--- config.mk ---
export PLATFORM = sky130hd
export DESIGN_NAME = babbage_bcd
export DESIGN_NICKNAME = d
export VERILOG_FILES = /design/src/rtl/babbage_bcd.sv
export SDC_FILE = /design/constraint.sdc
export NUM_CORES = 1
export LEC_CHECK = 0
export ABC_CLOCK_PERIOD_IN_PS = 1700
export BUFFER_PORTS_ARGS = -buffer_cell sky130_fd_sc_hd__buf_2
export CORE_MARGIN = 2
export CORE_UTILIZATION = 45
export DETAILED_ROUTE_END_ITERATION = 6
export PLACE_DENSITY = 0.61
export SLEW_MARGIN = 10
export SYNTH_ARGS = -nofsm -noshare
export SYNTH_HDL_FRONTEND = slang
export SYNTH_SLANG_ARGS = --single-unit
--- constraint.sdc ---
create_clock -name clk -period 1.7 [get_ports clk]
set_input_delay 0.17 -clock clk [delete_from_list [all_inputs] [get_ports clk]]
set_output_delay 0.17 -clock clk [all_outputs]
set_load 0.005 [all_outputs]
--- src/rtl/babbage_bcd.sv ---
// babbage_bcd: sequential shift-add-3 (double-dabble) binary to packed BCD
// converter. Sits behind the difference engine; the engine's done_tick drives
// start and its f result drives bin. The start/done_tick handshake matches the
// engine's own interface.
//
// DIGITS must satisfy 10^DIGITS > 2^WIDTH - 1. That guarantees the carry out
// of the top working digit is always zero, so no result can overflow.
module babbage_bcd #(
  parameter int WIDTH  = 8,
  parameter int DIGITS = 3
) (
  input  logic                  clk,
  input  logic                  reset,
  input  logic                  start,
  input  logic [WIDTH-1:0]      bin,
  output logic                  ready,
  output logic                  done_tick,
  output logic [4*DIGITS-1:0]   bcd
);

  // The counter needs to hold the value WIDTH, so it gets one extra code.
  localparam int CW = $clog2(WIDTH + 1);
  localparam int BW = 4 * DIGITS;

  typedef enum logic [1:0] {
    IDLE = 2'd0,
    OP   = 2'd1,
    DONE = 2'd2
  } state_t;

  state_t              state_q, state_d;
  logic [WIDTH-1:0]    shiftReg_q, shiftReg_d;
  logic [BW-1:0]       digits_q, digits_d;
  logic [CW-1:0]       count_q, count_d;
  logic [BW-1:0]       bcd_q, bcd_d;

  logic [BW-1:0]       adjusted;
  logic [BW+WIDTH-1:0] shifted;

  // Add 3 to every working digit that is 5 or more, before the shift.
  // A digit is at most 9 at this point, so the sum fits in 4 bits.
  always_comb begin
    adjusted = digits_q;
    for (int k = 0; k < DIGITS; k++) begin
      if (digits_q[4*k +: 4] >= 4'd5) begin
        adjusted[4*k +: 4] = digits_q[4*k +: 4] + 4'd3;
      end
    end
  end

  // One double-dabble step: shift {digits, shift register} left by one.
  // The shift register MSB moves into bit 0 of digit 0.
  assign shifted = {adjusted, shiftReg_q} << 1;

  // Next-state logic for the FSM and the datapath registers.
  always_comb begin
    state_d    = state_q;
    shiftReg_d = shiftReg_q;
    digits_d   = digits_q;
    count_d    = count_q;
    bcd_d      = bcd_q;

    case (state_q)
      IDLE: begin
        if (start) begin
          shiftReg_d = bin;
          digits_d   = '0;
          count_d    = CW'(WIDTH);
          state_d    = OP;
        end
      end

      OP: begin
        digits_d   = shifted[BW+WIDTH-1:WIDTH];
        shiftReg_d = shifted[WIDTH-1:0];
        count_d    = count_q - CW'(1);
        if (count_q == CW'(1)) begin
          // The last step publishes the digits. The visible result never
          // shows a partial conversion.
          bcd_d   = shifted[BW+WIDTH-1:WIDTH];
          state_d = DONE;
        end
      end

      DONE: begin
        state_d = IDLE;
      end

      default: begin
        state_d = IDLE;
      end
    endcase
  end

  // State and datapath registers. An asynchronous active-low reset aborts any
  // conversion in progress and clears the published result.
  always_ff @(posedge clk or negedge reset) begin
    if (!reset) begin
      state_q    <= IDLE;
      shiftReg_q <= '0;
      digits_q   <= '0;
      count_q    <= '0;
      bcd_q      <= '0;
    end else begin
      state_q    <= state_d;
      shiftReg_q <= shiftReg_d;
      digits_q   <= digits_d;
      count_q    <= count_d;
      bcd_q      <= bcd_d;
    end
  end

  // Moore outputs decoded from the registered state.
  assign ready     = (state_q == IDLE);
  assign done_tick = (state_q == DONE);
  assign bcd       = bcd_q;

endmodule

==> impl_metrics.csv <==
group,metric,value,unit
drt,drt_iter0_markers,80,
flow_run,max-cap-violations,0,
outcome,outcome,"finished, final reports clean",
yosys,synth_top_cell_area_share,50.7,%
global_routing,grt_usage,18.4,%
critical_path,worstSetupPathDepth,6,
yosys,synth_area_leaders,"dfrtp_1, o21ai_0, ha_1",
cts,cts_tree,"built",
die,die_area,4700,um2
placed_design,pre_cts_ws,0.0605,ns
drt,first_pass_iters,4,
placed_design,hpwlAfterDp,2.70,mm
die,ios,25,
sta,relSlewSlack,62.0,%
critical_path,worstReg2RegStart,"digits_q[4]",
yosys,yosysSeqAreaShare,50.7,%
yosys,synth_nets,206,
layout,fin_util,54.8,%
die,rows,23,
sta,rsz0062_at_grt,"no",
power_and_ir_drop,total_power,0.00407,W
sta,fmax,624,MHz
critical_path,crit_path_max_fanout,4,
worst_hold_path,min_path_cells,3,
critical_path,cp_data_required_time,1.89,ns
power_and_ir_drop,p_leak,1.00,nW
drt,via_count,1440,
critical_path,crit_family,"flip-flops",
global_routing,grt-ovfl-total,0,
drt,wire_per_inst,14.2,um
drt,ant_nets,0,
yosys,synth_edf_count,0,
global_routing,grt_max_degree,21,
yosys,yosysMostFrequentCell,"dfrtp_1",
critical_path,cp-start-kind,"flop",
worst_hold_path,holdPathEnd,"shiftReg_q[6]",
critical_path,rrSetupSlack,0.1,ns
placed_design,dp.cells,260,
critical_path,r2r-end,"digits_q[6]",
placed_design,gp_congestion,0.831,
critical_path,arrival,1.80,ns
die,die_y,68.6,um
layout,fin_cells,267,
critical_path,reg2regPathDepth,6,
power_and_ir_drop,power_density,1860,nW/um2
yosys,yosysWarnings,0,
sta,fin_ws,0.0964,ns
drt,wl,3.79,mm
yosys,netlist_area,1880,um2
yosys,yosysUniqueCellTypes,28,
yosys,netlist_instances,187,
yosys,synthArstFlopShare,100,%
critical_path,critPathCaptureType,"flop",
worst_hold_path,min_from,"bin[6]",
sta,slew_violations,0,
cts,clk_pin_slew_worst_paths,0.07,ns
layout,nets,237,
cts,cts_root_buf,"clkbuf_8",
cts,cts_buffer_depth,2,
sta,setup_violations,0,
layout,final_layout_size_suffix_gt1_share,25.8,%
layout,layout-area-overhead-vs-synth,16.7,%
placed_design,io_buffers,24,
yosys,ys_seq_elements,38,
power_and_ir_drop,vdd.ir_drop.worst,0.000836,V
sta,period_needed,1.60,ns
worst_hold_path,hold_class,"in -> reg",
cts,clock-sinks,38,
global_routing,grt_first_pass_wirelength,6.30,mm
yosys,yosysTopAreaCell,"dfrtp_1",
global_routing,antenna_found_initial,0,
sta,hold_viol,0,
global_routing,grt_pass1_vias,1360,
yosys,avgSynthCellArea,10.0,um2
sta,finalSetupTns,0,ns
critical_path,crit_chain,"inv_1, ha_1, nand2b_1, a21oi_2, mux2_2, o21ai_0",
cts,clk_latency,0.28,ns
sta,period_share,94.3,%
yosys,synth-main-ff-cell,"dfrtp_1",
sta,fin_skew,0.00265,ns
layout,n_fill_cell,363,
critical_path,cp_num_buf_inv,1,
drt,route.detailed.drc,0,
critical_path,crit_type,"reg -> reg",
sta,tightestPinTransition,0.570,ns
layout,antennaDiodeCount,0,
drt,vias_per_cell,5.39,
die,core-area,4000,um2
critical_path,slowest_stage,"dfrtp_1",
critical_path,slowest_delay,0.40,ns
die,die_x,68.6,um
cts,h-tree-depth,2,
yosys,netlist_top_cells_count,"dfrtp_1, o21ai_0, nand2_1",
cts,numCtsBuffers,5,
critical_path,crit_start,"digits_q[4]",
die,initial_core_util,46.9,%
[worst reg2reg max path, cell delays in order, from the launching register on]
cell and delay [ns]:
dfrtp_1 0.40, inv_1 0.11, ha_1 0.21, nand2b_1 0.10, a21oi_2 0.19, mux2_2 0.36, o21ai_0 0.15
[worst max-delay path by stage]
stage	endpoint	slack (ns)
6_report	digits_q[6]	0.1
5_1_grt	digits_q[2]	0.006
4_1_cts	digits_q[6]	0.05
3_5_place_dp	digits_q[6]	0.06
3_3_place_gp	digits_q[6]	0.14
2_1_floorplan	digits_q[6]	0.19
[power by group]
part	total, W	switching (W)	internal [W]
combinational	0.00184	0.000974	0.000861
clock	0.000594	0.000282	0.000312
sequential	0.00164	0.000333	0.00131
total	0.00407	0.00159	0.00248
[cells by family after synthesis]
logic type,after synthesis,share of synthesized area [%]
fa+ha+maj,8,5.33
flops,38,50.7
compound gates,65,19.4
buf+inv,17,4.20
xor+xnor,3,1.40
simple gates,50,15.2
mux,6,3.80
[stage by stage]
step / hold slack [ns] / area, um2
after floorplan: -0.126 / 1880
after global placement: 0.131 / 2080
after detailed placement: 0.140 / 2080
after CTS: 0.170 / 2170
after global routing: 0.189 / 2190
final: 0.174 / 2190
[placed cells by master, fill, tap and decap left out, drive strengths merged, types with 3 or more instances in the layout]
cell type / instances
a21oi: 18
a22o: 3
a22oi: 7
a31oi: 3
buf: 31
clkbuf: 6
dfrtp: 38
ha: 8
inv: 9
mux2: 6
nand2: 21
nand2b: 4
nor2b: 11
nor3: 4
nor3b: 3
o21ai: 33
or3b: 3
xnor2: 3
[what timing repair did]
action / CTS / global route
buffers inserted: 0 / 0
setup endpoints to repair: 0 / 6
hold endpoints to repair: 18 / 0
resized for setup: 0 / 6
hold buffers: 1 / 0
[area by class of cell]
| cell class | count | area, um2 | area share (%) |
|---|---|---|---|
| Tap cell | 50 | 62.6 | 2.86 |
| Inverter | 9 | 36.3 | 1.66 |
| Multi-Input combinational cell | 132 | 863 | 39.4 |
| Timing Repair Buffer | 32 | 195 | 8.91 |
| Sequential cell | 38 | 951 | 43.4 |
| Clock buffer | 6 | 82.6 | 3.77 |
[per-layer routing]
metal | global-route usage, % | wire, um | part of all wire [%]
met3 | 4.06 | 112 | 3.0
met1 | 24.9 | 1810 | 48
met4 | 7.25 | 54 | 1.4
met5 | 0 | 0 | 0
met2 | 28.6 | 1810 | 48
[state kept, by name (all words and copies together), names as in the netlist]
signal	count
count_q	4
bcd	12
digits_q	12
shiftReg_q	8
state_q	2
Note: power is estimated with default switching activity, not from simulation.
